`src/rtl/uart_tx_stream.sv`:
```
// 8N1 UART transmitter that drains a show-ahead byte FIFO.
// Pops each byte with a one-cycle read pulse and sends frames back-to-back.
module uart_tx_stream #(
  parameter int unsigned CLK_FREQ   = 27000000,
  parameter int unsigned BAUD       = 115200,
  parameter int unsigned DATA_WIDTH = 8
) (
  input  logic                  clk,
  input  logic                  reset_n,
  input  logic                  fifo_empty,
  input  logic [DATA_WIDTH-1:0] fifo_data,
  output logic                  fifo_read_en,
  output logic                  tx,
  output logic                  busy,
  output logic                  tx_done
);

  localparam int unsigned CLKS_PER_BIT = CLK_FREQ / BAUD;
  localparam int unsigned CNT_W = (CLKS_PER_BIT > 1) ? $clog2(CLKS_PER_BIT) : 1;
  localparam int unsigned IDX_W = (DATA_WIDTH > 1) ? $clog2(DATA_WIDTH) : 1;

  localparam logic [1:0] S_IDLE  = 2'd0;
  localparam logic [1:0] S_START = 2'd1;
  localparam logic [1:0] S_DATA  = 2'd2;
  localparam logic [1:0] S_STOP  = 2'd3;

  generate
    if (CLKS_PER_BIT < 2) begin : g_bad_baud
      $error("uart_tx_stream: CLK_FREQ/BAUD must be at least 2");
    end
  endgenerate

  logic [1:0]            state, state_nxt;
  logic [CNT_W-1:0]      cnt, cnt_nxt;
  logic [IDX_W-1:0]      idx, idx_nxt;
  logic [DATA_WIDTH-1:0] shift, shift_nxt;
  logic                  tx_nxt, rd_nxt, busy_nxt, done_nxt;
  logic                  bit_end;

  // State and all registered outputs.
  always_ff @(posedge clk or negedge reset_n) begin
    if (!reset_n) begin
      state        <= S_IDLE;
      cnt          <= '0;
      idx          <= '0;
      shift        <= '0;
      tx           <= 1'b1;
      fifo_read_en <= 1'b0;
      busy         <= 1'b0;
      tx_done      <= 1'b0;
    end else begin
      state        <= state_nxt;
      cnt          <= cnt_nxt;
      idx          <= idx_nxt;
      shift        <= shift_nxt;
      tx           <= tx_nxt;
      fifo_read_en <= rd_nxt;
      busy         <= busy_nxt;
      tx_done      <= done_nxt;
    end
  end

  // Next-state and next-output logic; read_en and tx_done default low for one-cycle pulses.
  always_comb begin
    state_nxt = state;
    cnt_nxt   = cnt;
    idx_nxt   = idx;
    shift_nxt = shift;
    tx_nxt    = tx;
    rd_nxt    = 1'b0;
    busy_nxt  = busy;
    done_nxt  = 1'b0;
    bit_end   = (cnt == CNT_W'(CLKS_PER_BIT - 1));

    case (state)
      S_IDLE: begin
        tx_nxt = 1'b1;
        if (!fifo_empty) begin
          shift_nxt = fifo_data;
          tx_nxt    = 1'b0;
          busy_nxt  = 1'b1;
          rd_nxt    = 1'b1;
          cnt_nxt   = '0;
          state_nxt = S_START;
        end
      end
      S_START: begin
        if (bit_end) begin
          cnt_nxt   = '0;
          idx_nxt   = '0;
          tx_nxt    = shift[0];
          state_nxt = S_DATA;
        end else begin
          cnt_nxt = cnt + CNT_W'(1);
        end
      end
      S_DATA: begin
        if (bit_end) begin
          cnt_nxt = '0;
          if (idx == IDX_W'(DATA_WIDTH - 1)) begin
            tx_nxt    = 1'b1;
            state_nxt = S_STOP;
          end else begin
            shift_nxt = shift >> 1;
            tx_nxt    = shift_nxt[0];
            idx_nxt   = idx + IDX_W'(1);
          end
        end else begin
          cnt_nxt = cnt + CNT_W'(1);
        end
      end
      S_STOP: begin
        if (bit_end) begin
          cnt_nxt   = '0;
          done_nxt  = 1'b1;
          busy_nxt  = 1'b0;
          state_nxt = S_IDLE;
        end else begin
          cnt_nxt = cnt + CNT_W'(1);
        end
      end
      default: state_nxt = S_IDLE;
    endcase
  end

endmodule

```
`config.mk`:
```
export PLATFORM = sky130hd
export DESIGN_NAME = uart_tx_stream
export DESIGN_NICKNAME = d
export VERILOG_FILES = /design/src/rtl/uart_tx_stream.sv
export SDC_FILE = /design/constraint.sdc
export NUM_CORES = 1
export LEC_CHECK = 0
export ABC_AREA = 1
export CORE_AREA = 4 4 81 83
export CTS_CLUSTER_SIZE = 20
export DETAILED_ROUTE_END_ITERATION = 10
export DIE_AREA = 0 0 85 87
export GPL_ROUTABILITY_DRIVEN = 1
export HOLD_SLACK_MARGIN = 0.12
export SYNTH_ARGS = -nofsm -noshare
export SYNTH_HDL_FRONTEND = slang
export SYNTH_SLANG_ARGS = --single-unit
```
`constraint.sdc`:
```
create_clock -name clk -period 1.7 [get_ports clk]
set_input_delay 0.255 -clock clk [delete_from_list [all_inputs] [get_ports clk]]
set_output_delay 0.255 -clock clk [all_outputs]
set_load 0.005 [all_outputs]
```
Word level (Yosys, flattened, before mapping)
Index checks and enable logic that the tools add are counted.
{ "classes": {"n_addsub": 2, "muxes": 29, "n_eq_ne": 11, "reduce_logical": 11} }
{ "op_table": {"columns": ["operator", "n"], "rows": [
  ["two-way mux 8 bit", 5],
  ["one-hot mux 8 bit (2 select lines)", 2],
  ["inequality test 2 bit (second input constant)", 6],
  ["two-way mux 1 bit", 10],
  ["two-way mux 2 bit", 5],
  ["two-way mux 3 bit", 3],
  ["adder 8 x 1 -> 8 bit (second input constant)", 1],
  ["== test 8 bit (second input constant)", 1],
  ["one-hot mux 2 bit (4 select lines)", 1],
  ["AND reduction 4 bit", 2],
  ["one-hot mux 3 bit (2 select lines)", 1],
  ["AND reduction 3 bit", 2],
  ["nonzero test 2 bit", 3],
  ["AND reduction 5 bit", 1],
  ["== test 2 bit (second input constant)", 2],
  ["adder 3 x 1 -> 3 bit (second input constant)", 1],
  ["== test 3 bit (second input constant)", 1],
  ["one-hot mux 1 bit (3 select lines)", 1],
  ["nonzero test 3 bit", 1],
  ["OR reduction 3 bit", 1],
  ["== test 2 x 1 -> 1 bit (second input constant)", 1],
  ["zero test 2 bit", 1],
  ["one-hot mux 1 bit (2 select lines)", 1]
]} }
{ "totals": {"out_inout_bits": 4, "ff_bits": 25, "in_bits": 11} }

Depth between registers and ports, before layout
{ "logic_depth": {"depth_word": 4, "mapped_depth": 11, "mapped_depth_nobuf": 11} }

Least setup slack after synthesis
OpenSTA, ideal clock, no wires.
{ "synth_path": {"kind": "register to register", "startpoint": "register state[0]", "endpoint": "register shift[2]", "path_buffers": 2, "setup_ns": 0.122, "arrival_ns": 1.420, "path_slack_ns": 0.158, "stages_incl_launch_ff": 10, "cell_sequence": "dfrtp_1 inv_1 ha_1 buf_4 inv_1 nor2_1 o211ai_4 buf_6 nand2_2 o21ai_2"} }
{ "synth_via": {"elab_chain_len": 3} }
{ "synth_lines": {"columns": ["element", "line_no", "rtl"], "rows": [
  ["start, declared", "33", "logic [1:0] state, state_nxt;"],
  ["start signal, assigned", "52", "state <= state_nxt;"],
  ["== test 2 bit / zero test 2 bit (equally long branches)", "75", "case (state)"],
  ["inequality test 2 bit (no source line) / nonzero test 2 bit (equally long branches)", null, null],
  ["AND reduction 4 bit (no source line)", null, null],
  ["end signal, assigned", "55", "shift <= shift_nxt;"],
  ["end, declared", "36", "logic [DATA_WIDTH-1:0] shift, shift_nxt;"]
]} }
Several ways; a longest one is shown, not always the timed one.
A chain may end at the register's enable or synchronous reset.

Final worst setup path
{ "layout_path": {"startpoint": "register idx[0]", "endpoint": "register shift[6]"} }
{ "layout_via": {"elab_chain_len": 3} }
{ "layout_lines": {"columns": ["element", "line_no", "rtl"], "rows": [
  ["start, declared", "35", "logic [IDX_W-1:0] idx, idx_nxt;"],
  ["start signal, assigned", "54", "idx <= idx_nxt;"],
  ["== test 3 bit", "100", "if (idx == IDX_W'(DATA_WIDTH - 1)) begin"],
  ["inequality test 2 bit (no source line)", null, null],
  ["AND reduction 4 bit (no source line)", null, null]
]} }
Every way passes these cells.

==> impl_metrics.csv <==
group,metric,value,unit
yosys,netlist_top_cells_area,"dfrtp_1, nand2_1, ha_1, mux2i_1, o21ai_0",
critical_path,cp_common_cell,"ha_1",
placed_design,place_congestion,0.746,
detailed_routing,routedWlPerCell,9.80,µm
global_route,grt_pass1_wl,4480,µm
global_route,antenna_found_initial,0,
detailed_routing,dr_total_vias,1037,
power,cellPowerDensity,1570,nW/µm²
sta,fin_setup_tns,0,ps
sta,rsz0062_at_grt,"false",
yosys,ys.flop_type,"dfrtp_1",
power,ir_drop,0.701,mV
yosys,seq_area_frac_synth,44.2,%
global_route,grt_start_max_net_pins,26,
critical_path,crit_required,1860,ps
yosys,syn_inst,158,
yosys,synth_edf_count,0,
clock_network,clock-sinks,25,
yosys,synth_seq_cells,25,
clock_network,path_clk_slew,90,ps
yosys,yosysUniqueCellTypes,25,
layout,nFillCells,617,
yosys,yosys.area.top_type,"dfrtp_1",
detailed_routing,drt_pre_antenna_iters,4,
critical_path,worstPathArrival,1740,ps
hold_path,hp-class,"primary input to async pin",
placed_design,hpwl,1930,µm
layout,fin_area,1750,µm²
layout,area_growth,23.6,%
placed_design,io_buffer_count,14,
yosys,synthMostInstantiatedCell,"nand2_1",
floorplan,die-area,7400,µm²
global_route,grt.total_usage,7.49,%
clock_network,h-tree-depth,1,
layout,nets,204,
clock_network,cts_buffer_depth,2,
sta,finalCritPeriodShare,93.1,%
yosys,synth.avg_cell_area,8.98,µm²
sta,min_period,1580,ps
detailed_routing,antenna_left,0,
critical_path,start_kind,"register",
yosys,syn-num-nets,180,
run,cap_viol_max_count,0,
detailed_routing,drcViolationCount,0,
sta,worstMarginPinSlew,399,ps
clock_network,cts_tree,"done",
critical_path,path_cells,"ha_1 -> ha_1 -> nor2_1 -> o211ai_4 -> buf_12 -> nand2_1 -> o21ai_2",
detailed_routing,routed_wl,2510,µm
yosys,netlist_area,1420,µm²
sta,fin_skew,1.32,ps
sta,drv_slew,0,
status,status,"finished, final reports clean",
layout,drive_gt1_share,16.6,%
floorplan,die_w,85,µm
critical_path,crit_family,"flip-flops",
critical_path,cp.buffers_inverters,1,
global_route,grt_pass1_vias,1038,
sta,setup_violations,0,
yosys,yosys-top-cells-count,"nand2_1, dfrtp_1, inv_1, o21ai_0, ha_1",
sta,whs,353,ps
power,p_leak,0.814,nW
detailed_routing,drt_iter0_markers,54,
critical_path,max_stage_delay,410,ps
clock_network,post_cts_resized,0,
global_route,overflow,0,
clock_network,cts_made_buffers,3,
floorplan,initial_utilization,24.3,%
sta,timing_hold_violations_final,0,
critical_path,crit_path_end_kind,"register",
floorplan,die_h,87,µm
critical_path,worstRegToRegCells,7,
detailed_routing,viasPerCell,4.05,
clock_network,clockRootBuffer,"clkbuf_8",
floorplan,num_rows,28,
placed_design,place_area,1700,µm²
clock_network,post_cts_buffers,0,
critical_path,path_depth,7,
yosys,synth_top_area_share,42.3,%
floorplan,ios,15,
floorplan,coreArea,5850,µm²
critical_path,crit_type,"register to register",
clock_network,cts_hold_buf,0,
yosys,yosys_warnings,0,
critical_path,crit_fanout,16,
sta,max-slew-margin-rel,73.2,%
clock_network,clkLatencyLatePin,260,ps
sta,fmax,632,MHz
critical_path,cpMaxStageDelayCell,"dfrtp_1",
layout,num_antenna_cells,0,
yosys,async_flop_share,100,%
-- worst paths after layout --
| path | slack (ps) | startpoint | endpoint |
|---|---|---|---|
| min in group clk | 490 | tx$_DFFE_PN1P_ | tx$_DFFE_PN1P_ |
| hold reg to reg | 490 | tx$_DFFE_PN1P_ | tx$_DFFE_PN1P_ |
| setup / recovery | 120 | idx[0]$_DFFE_PN0P_ | shift[6]$_DFFE_PN0P_ |
| hold / removal | 350 | reset_n | cnt[2]$_DFFE_PN0P_ |
| setup reg to reg | 120 | idx[0]$_DFFE_PN0P_ | shift[6]$_DFFE_PN0P_ |
| max in group asynchronous | 1050 | reset_n | tx$_DFFE_PN1P_ |
-- layout make-up --
class / count / area, µm² / area share [%]
Sequential cell: 25 / 627 / 35.7
Tap cell: 75 / 93.8 / 5.35
Timing Repair Buffer: 22 / 213 / 12.1
Clock buffer: 4 / 45.0 / 2.57
Multi-Input combinational cell: 116 / 723 / 41.2
Inverter: 14 / 52.6 / 3.00
-- metrics by stage --
stage	power (mW)	setup slack [ps]	cells	util, %
finish	2.76	118	256	30.0
global route	3.02	12.2	256	30.0
CTS	2.79	112	256	29.9
global placement	2.41	146	252	29.1
detailed placement	2.43	127	252	29.1
floorplan	1.99	158	158	-
-- logic make-up (layout without fill, tap and decap cells) --
logic type	count (synthesis)	in the layout	share of synthesized area [%]
flip-flops	25	25	44.2
AND/OR/NAND/NOR	65	65	19.5
XOR/XNOR	3	3	1.85
AO/OA/AOI/OAI	30	30	14.5
multiplexers	7	7	4.94
adder cells (fa/ha/maj)	11	11	9.70
buffers and inverters	17	40	5.38
-- per-layer routing --
| layer | part of all wire [%] | vias up | global-route usage, % |
|---|---|---|---|
| met4 | 0.92 | 0 | 2.16 |
| li1 | - | 559 | - |
| met3 | 5.3 | 2 | 2.65 |
| met2 | 41 | 18 | 11.9 |
| met5 | 0 | - | 0 |
| met1 | 53 | 458 | 9.64 |
-- worst reg2reg max path, cell delays in order, from the launching register on --
cell,delay [ps]
dfrtp_1,410
ha_1,220
ha_1,180
nor2_1,250
o211ai_4,130
buf_12,160
nand2_1,80
o21ai_2,50
-- where the power goes --
part | internal, mW | switching [mW] | leakage [nW]
combinational | 0.670 | 0.783 | 0.469
sequential | 0.807 | 0.145 | 0.322
clock | 0.168 | 0.189 | 0.0228
-- flip-flops by register name, indices dropped and copies added (netlist names) --
signal,cells
shift,8
cnt,8
busy,1
fifo_read_en,1
idx,3
state,2
tx,1
tx_done,1
-- layout by cell type (no fill, tap or decap), drive strengths merged --
master and count:
nand2 46, dfrtp 24, o21ai 22, inv 14
clkdlybuf4s50 14, nor2 12, ha 11, buf 8
mux2i 7, nand3 6, clkbuf 4, xor2 2
o22ai 2, a21oi 2, o211ai 2, xnor2 1
a21boi 1, or2 1, a31oi 1, dfstp 1
(Power assumes the default switching activity.)
